`config.mk`:
```
export PLATFORM = sky130hd
export DESIGN_NAME = shift_sequencer
export DESIGN_NICKNAME = d
export VERILOG_FILES = /design/src/rtl/shift_sequencer.sv
export SDC_FILE = /design/constraint.sdc
export NUM_CORES = 1
export LEC_CHECK = 0
export BUFFER_PORTS_ARGS = -buffer_cell sky130_fd_sc_hd__buf_4
export CAP_MARGIN = 20
export CORE_UTILIZATION = 32
export CTS_BUF_LIST = sky130_fd_sc_hd__clkbuf_4
export DETAILED_ROUTE_END_ITERATION = 8
export PLACE_DENSITY = 0.7
export SLEW_MARGIN = 20
export SYNTH_ARGS = -nofsm -noshare
export SYNTH_HDL_FRONTEND = slang
export SYNTH_SLANG_ARGS = --single-unit
export TNS_END_PERCENT = 50
```
`constraint.sdc`:
```
create_clock -name CLK -period 1.5 [get_ports CLK]
set_input_delay 0.15 -clock CLK [delete_from_list [all_inputs] [get_ports CLK]]
set_output_delay 0.15 -clock CLK [all_outputs]
set_load 0.005 [all_outputs]
```
`src/rtl/shift_sequencer.sv`:
```
// Two-requester front end for a shared 8-bit right shifter. Requests are
// granted round-robin. Large amounts are split into passes of at most MAX_STEP.
module shift_sequencer #(
  parameter int unsigned MAX_STEP = 7
) (
  input  logic       CLK,
  input  logic       RESET,
  input  logic       REQ_A,
  input  logic       REQ_B,
  input  logic [7:0] DATA_A,
  input  logic [7:0] DATA_B,
  input  logic [7:0] AMT_A,
  input  logic [7:0] AMT_B,
  input  logic [1:0] MODE_A,
  input  logic [1:0] MODE_B,
  output logic       GNT_A,
  output logic       GNT_B,
  output logic [7:0] SH_DATA1,
  output logic [7:0] SH_DATA2,
  output logic [1:0] SH_SETPIN,
  input  logic [7:0] SH_RESULT,
  output logic [7:0] RESULT,
  output logic       DONE,
  output logic       DONE_ID,
  output logic       ERR,
  output logic       BUSY
);

  typedef enum logic [1:0] {ST_IDLE, ST_SHIFT, ST_DONE} state_t;

  localparam logic [3:0] MAX_STEP_W = 4'(MAX_STEP);

  state_t     state, state_nx;
  logic [7:0] w;
  logic [3:0] rem;
  logic [1:0] mode_q;
  logic       id_q;
  logic       err_q;
  logic       rr_ptr;
  logic [7:0] result_q;

  logic       grant;
  logic       sel_b;
  logic [7:0] cap_data;
  logic [7:0] cap_amt;
  logic [1:0] cap_mode;
  logic       legal;
  logic [3:0] eff;
  logic [3:0] step;
  logic [3:0] rem_left;

  always_comb begin
    grant    = 1'b0;
    sel_b    = 1'b0;
    state_nx = state;
    // RESET gates the grant combinationally so a reset cycle never grants.
    if (state == ST_IDLE && !RESET && (REQ_A || REQ_B)) begin
      grant = 1'b1;
      sel_b = (REQ_A && REQ_B) ? rr_ptr : REQ_B;
    end
    cap_data = sel_b ? DATA_B : DATA_A;
    cap_amt  = sel_b ? AMT_B  : AMT_A;
    cap_mode = sel_b ? MODE_B : MODE_A;
    legal    = (cap_mode != 2'b01);
    case (cap_mode)
      2'b00:        eff = {1'b0, cap_amt[2:0]};
      2'b10, 2'b11: eff = (cap_amt >= 8'd8) ? 4'd8 : cap_amt[3:0];
      default:      eff = 4'd0;
    endcase
    step     = (rem < MAX_STEP_W) ? rem : MAX_STEP_W;
    rem_left = rem - step;

    case (state)
      ST_IDLE:  if (grant) state_nx = (legal && eff != 4'd0) ? ST_SHIFT : ST_DONE;
      ST_SHIFT: if (rem_left == 4'd0) state_nx = ST_DONE;
      ST_DONE:  state_nx = ST_IDLE;
      default:  state_nx = ST_IDLE;
    endcase
  end

  always_ff @(posedge CLK) begin
    if (RESET) begin
      state    <= ST_IDLE;
      w        <= '0;
      rem      <= '0;
      mode_q   <= '0;
      id_q     <= 1'b0;
      err_q    <= 1'b0;
      rr_ptr   <= 1'b0;
      result_q <= '0;
    end else begin
      state <= state_nx;
      if (grant) begin
        w      <= cap_data;
        rem    <= legal ? eff : 4'd0;
        mode_q <= cap_mode;
        id_q   <= sel_b;
        err_q  <= ~legal;
        rr_ptr <= ~sel_b;
      end else if (state == ST_SHIFT) begin
        w   <= SH_RESULT;
        rem <= rem_left;
      end
      if (state == ST_DONE) result_q <= w;
    end
  end

  // W is presented directly while DONE so the result needs no extra cycle.
  assign RESULT    = (state == ST_DONE) ? w : result_q;
  assign DONE      = (state == ST_DONE);
  assign DONE_ID   = (state == ST_DONE) & id_q;
  assign ERR       = (state == ST_DONE) & err_q;
  assign BUSY      = (state != ST_IDLE);
  assign GNT_A     = grant & ~sel_b;
  assign GNT_B     = grant & sel_b;
  assign SH_DATA1  = w;
  assign SH_DATA2  = (state == ST_SHIFT) ? {4'd0, step} : 8'd0;
  assign SH_SETPIN = (state == ST_SHIFT) ? mode_q : 2'b00;

endmodule

```
Word-level counts from Yosys, hierarchy flattened
Cells that the tools add are included.

Logic and storage cells: 59. Bits in registers: 27. Input bits: 48. Output and inout port bits: 32.

Eq/ne operators: 7. Bitwise gates (word level): 6. Order comparisons: 2. Reductions and logical operators: 14. Muxes and demuxes: 21. Add/sub/neg operators: 1.

Operators with widths (number): 8-bit two-way mux (5); 4-bit two-way mux (6); 2-bit two-way mux (5); 8-bit by 4-bit greater-or-equal comparator with 1-bit output, second input constant (1); 4-bit case mux with 2 select lines (1); 2-bit equality test, second input constant (3); 1-bit AND (4); 1-bit logical AND (4); 2-bit logical NOT (2); 4-bit logical NOT (1); 4-bit by 3-bit less-than comparator with 1-bit output, second input constant (1); 2-bit != test, second input constant (2); 2-bit case mux with 2 select lines (1); 2-bit nonzero test (2); 4-bit nonzero test (1); 4-bit subtractor (1); 1-bit two-way mux (3); 2-bit by 1-bit equality test with 1-bit output, second input constant (1); 2-bit by 1-bit != test with 1-bit output, second input constant (1); 1-bit inverter (2); 2-bit AND reduction (1); 2-bit OR reduction (1); 1-bit logical NOT (1); 1-bit logical OR (1).

Depth between registers and ports, before layout
Depth after elaboration: 13. Gate-level depth with buffers: 8. Mapped depth without buffers: 7.

Worst setup path after synthesis
Ideal clock, no wire load.

Path kind: register to register. Start point: reg state[1]. End point: reg rem[2]. Cell stages (with the launch flop): 8. Setup time: 0.131 ns. Clock period less this slack: 1.513 ns. Path buffers: 2. Setup slack: -0.013 ns. Required time: 1.369 ns. Data arrival time: 1.382 ns. Cell sequence: dfxtp_1 -> buf_6 -> nor3_4 -> nand3_2 -> buf_6 -> mux2_4 -> a41oi_2 -> nor3_1.

Word-level cells in the longest chain between the ends: 10. Elaborated cells on any way between the ends: 19. Those cells by class: order compare (1); eq/ne (4); mux (8); reduce/logical (6).

RTL lines: from (decl) (RTL line 33) `state_t state, state_nx;`; from (signal assigned) (RTL line 92) `state <= state_nx;`; 2-bit logical NOT (RTL line 57) `if (state == ST_IDLE && !RESET && (REQ_A || REQ_B)) begin`; 1-bit logical AND (2 in series) (RTL line 57); 1-bit two-way mux (RTL line 57); 8-bit two-way mux / 2-bit two-way mux (equally long branches) (RTL line 62, 63); 8-bit by 4-bit greater-or-equal comparator with 1-bit output / 2-bit equality test (equally long branches) (RTL line 67, 65); 4-bit two-way mux / 2-bit OR reduction (equally long branches) (RTL line 67, 65); 4-bit case mux with 2 select lines (RTL line 65) `case (cap_mode)`; 4-bit two-way mux (RTL line 95) `rem <= legal ? eff : 4'd0;`; 4-bit two-way mux (RTL line 93) `if (grant) begin`; to (signal assigned) (RTL line 95); to (signal assigned) (RTL line 102) `rem <= rem_left;`; to (decl) (RTL line 35) `logic [3:0] rem;`.

Parallel ways exist; a longest one is shown, timed or not. A chain may end at the register's enable or synchronous reset.

Final worst setup path
Start point: reg state[1]. End point: reg w[4], in the netlist SH_DATA1[4].

Word-level cells in the longest chain between the ends: 6. Elaborated cells on any way between the ends: 9. Those cells by class: eq/ne (1); mux (4); reduce/logical (4).

RTL lines: 2-bit logical NOT (RTL line 57); 1-bit logical AND (2 in series) (RTL line 57); 1-bit two-way mux (RTL line 57); 8-bit two-way mux (RTL line 61) `cap_data = sel_b ? DATA_B : DATA_A;`; 8-bit two-way mux (RTL line 93); to (signal assigned) (RTL line 94) `w <= cap_data;`; to (decl) (RTL line 34) `logic [7:0] w;`.

Parallel ways exist; a longest one is shown, timed or not.

==> qor.yml <==
synth_top_family_by_area: "simple AND/OR/NAND/NOR gates"
critical_path_arrival_ps: 1850
critPathCaptureType: "flip-flop"
whs_ps: 103.9
worst-setup-path-type: "reg2reg"
ant_nets: 0
n_antenna_cell: 0
placed_cell_area_um2: 2230
syn-instance-count: 182
synthFlopType: "dfxtp_1"
ios: 80
grt.total_usage: 0.1781
grt_pass1_vias: 1597
ys_seq_area_frac: 0.3495
status: "finished with violations"
start_util: 0.3433
clock.fmax_mhz: 620.6
synth_xor_area_frac: 0.005663
max_cap_viol_count: 0
cp-startpoint: "state[1]$_SDFFE_PP0P_"
dpl.hpwl_um: 3297
ir_worst_vdd_v: 0.0003994
cts_root_buffer: "clkbuf_4"
power_w: 0.002226
synth_mux_area_frac: 0.08495
antenna_found_initial: 0
drtIter0Drc: 91
dieArea_um2: 5115
powerDensity_nw_per_um2: 858.4
drtPass1Iterations: 5
p_leak_nw: 1.168
gp_congestion: 0.8545
hold_violations: 0
syn-mean-instance-area_um2: 8.497
overflow: 0
timing.final.ws_setup_ps: -111.4
fin_area_um2: 2592
yosysTopAreaCell: "dfxtp_1"
hold_start: "MODE_B[0]"
final_cells: 329
setup_viol: 23
wire_per_inst_um: 14.16
rsz0062_at_grt: "true"
die_h_um: 71.52
final_common_cell: "buf_4"
avgViaCountPerCell: 5.179
async_flop_share: 0
cts_tree: "built"
floorplan.rows: 24
syn-cell-area_um2: 1546
synthSimpleGateAreaFrac: 0.2451
htree_num_levels: 1
clock-sinks: 27
die_x_um: 71.52
finalWorstPathRequiredPeriod_ps: 1611
synth_edf_count: 0
ys_seq_elements: 27
core_um2: 4504
clk_pin_slew_ps: 150
synthAdderAreaFrac: 0.008091
final_util: 0.5756
portBuffers: 74
layout_common_cells: "buf_4, dfxtp_1, nor2_1"
area_delta_synth_final_pct: 67.64
cts_buffer_depth: 2
final_layout_size_suffix_gt1_frac: 0.5090
synth.area.top_cells: "dfxtp_1, nor2_1, mux2_2"
grt_first_pass_wirelength_um: 7286
regToRegStartpoint: "state[1]$_SDFFE_PP0P_"
worst_setup_path_start_kind: "flip-flop"
min_path_type: "in2reg"
cts_hold_buf: 0
num-fill-cells: 408
yosysTopAreaCellShare: 0.3495
synth_compound_area_frac: 0.2241
drc: 0
crit_path_max_fanout: 7
clkLatencyLatePin_ps: 320
skew_ps: 2.457
synth_cell_types: 42
drt_wl_total_um: 4660
drv_slew: 0
nets: 327
placedCellCount: 314
yosys_warnings: 0
period_share: 1.074
cts_buffers: 3
required_ps: 1740
vias: 1704
violations: "setup timing"
grt_max_degree: 16
[logic make-up (layout without fill, tap and decap cells)]
logic type	Yosys count	count (layout)
compound gates	43	43
flops	27	27
xor+xnor	1	1
buf+inv	21	112
other cells	1	5
simple gates	77	77
mux	11	11
fa+ha+maj	1	1
[layer usage]
| layer | wire [µm] | global-route usage | part of all wire |
|---|---|---|---|
| met5 | 0 | 0 | 0 |
| met4 | 36 | 0.04139 | 0.0077 |
| met3 | 399 | 0.03376 | 0.086 |
| met2 | 2273 | 0.3270 | 0.49 |
| met1 | 1950 | 0.2147 | 0.42 |
[cell usage after synthesis, drive strengths merged (2+ instances only)]
cell type,count
mux2,11
a211oi,9
o22ai,2
and2,10
a311oi,3
a31oi,5
o21ai,3
clkbuf,5
buf,9
inv,7
a21oi,4
nand2b,7
nor2,28
a222oi,8
nor3,6
nand2,17
dfxtp,27
nand3,3
or3,3
[registers in the layout, indices dropped and copies added, names as in the netlist]
| name | count |
|---|---|
| err_q | 1 |
| state | 2 |
| SH_DATA1 | 8 |
| rem | 4 |
| rr_ptr | 1 |
| result_q | 8 |
| id_q | 1 |
| mode_q | 2 |
[area by class of cell]
class                           count  area, µm²  area share
Multi-Input combinational cell    138       1045      0.4030
Clock inverter                      1      5.005    0.001930
Inverter                            7      31.28     0.01207
Timing Repair Buffer              101      878.3      0.3388
Sequential cell                    27      545.5      0.2104
Clock buffer                        3      22.52    0.008687
Tap cell                           52      65.06     0.02510
[power by group]
group | internal [W] | total, W | switching (W)
logic | 0.000575 | 0.00103 | 0.000451
registers | 0.000805 | 0.000879 | 0.0000742
clock network | 0.000100 | 0.000320 | 0.000220
total | 0.00148 | 0.00223 | 0.000745
[path summary, 6_finish.rpt]
check | end | depth (start not counted) | slack [ps]
max | SH_DATA1[4]$_SDFFE_PP0P_ | 8 | -110
min | mode_q[0]$_SDFFE_PP0N_ | 3 | 100
max reg2reg | SH_DATA1[4]$_SDFFE_PP0P_ | 8 | -110
min reg2reg | mode_q[1]$_SDFFE_PP0N_ | 2 | 510
[timing repair]
| item | in CTS | in global routing |
|---|---|---|
| hold endpoints to repair | 0 | 0 |
| setup endpoints to repair | 24 | 33 |
| gates resized for setup | 42 | 20 |
| pin swaps | 8 | 12 |
| gates cloned | 1 | 0 |
| buffers inserted | 8 | 4 |
[critical path, cell delays in order (launching register included)]
cell,delay [ps]
dfxtp_2,360
buf_6,120
nor3_4,210
buf_6,130
o21ai_4,60
nor2_4,140
buf_6,150
a222oi_1,70
a211oi_1,290
[stage by stage]
stage / worst slack [ps] / setup TNS (ps)
6_report: -111.4 / -1691
5_1_grt: -200.1 / -3907
4_1_cts: -114.5 / -1788
3_5_place_dp: 9.361 / 0
3_3_place_gp: 30.12 / 0
2_1_floorplan: 50.02 / 0
Note: power is estimated with default switching activity, not from simulation.
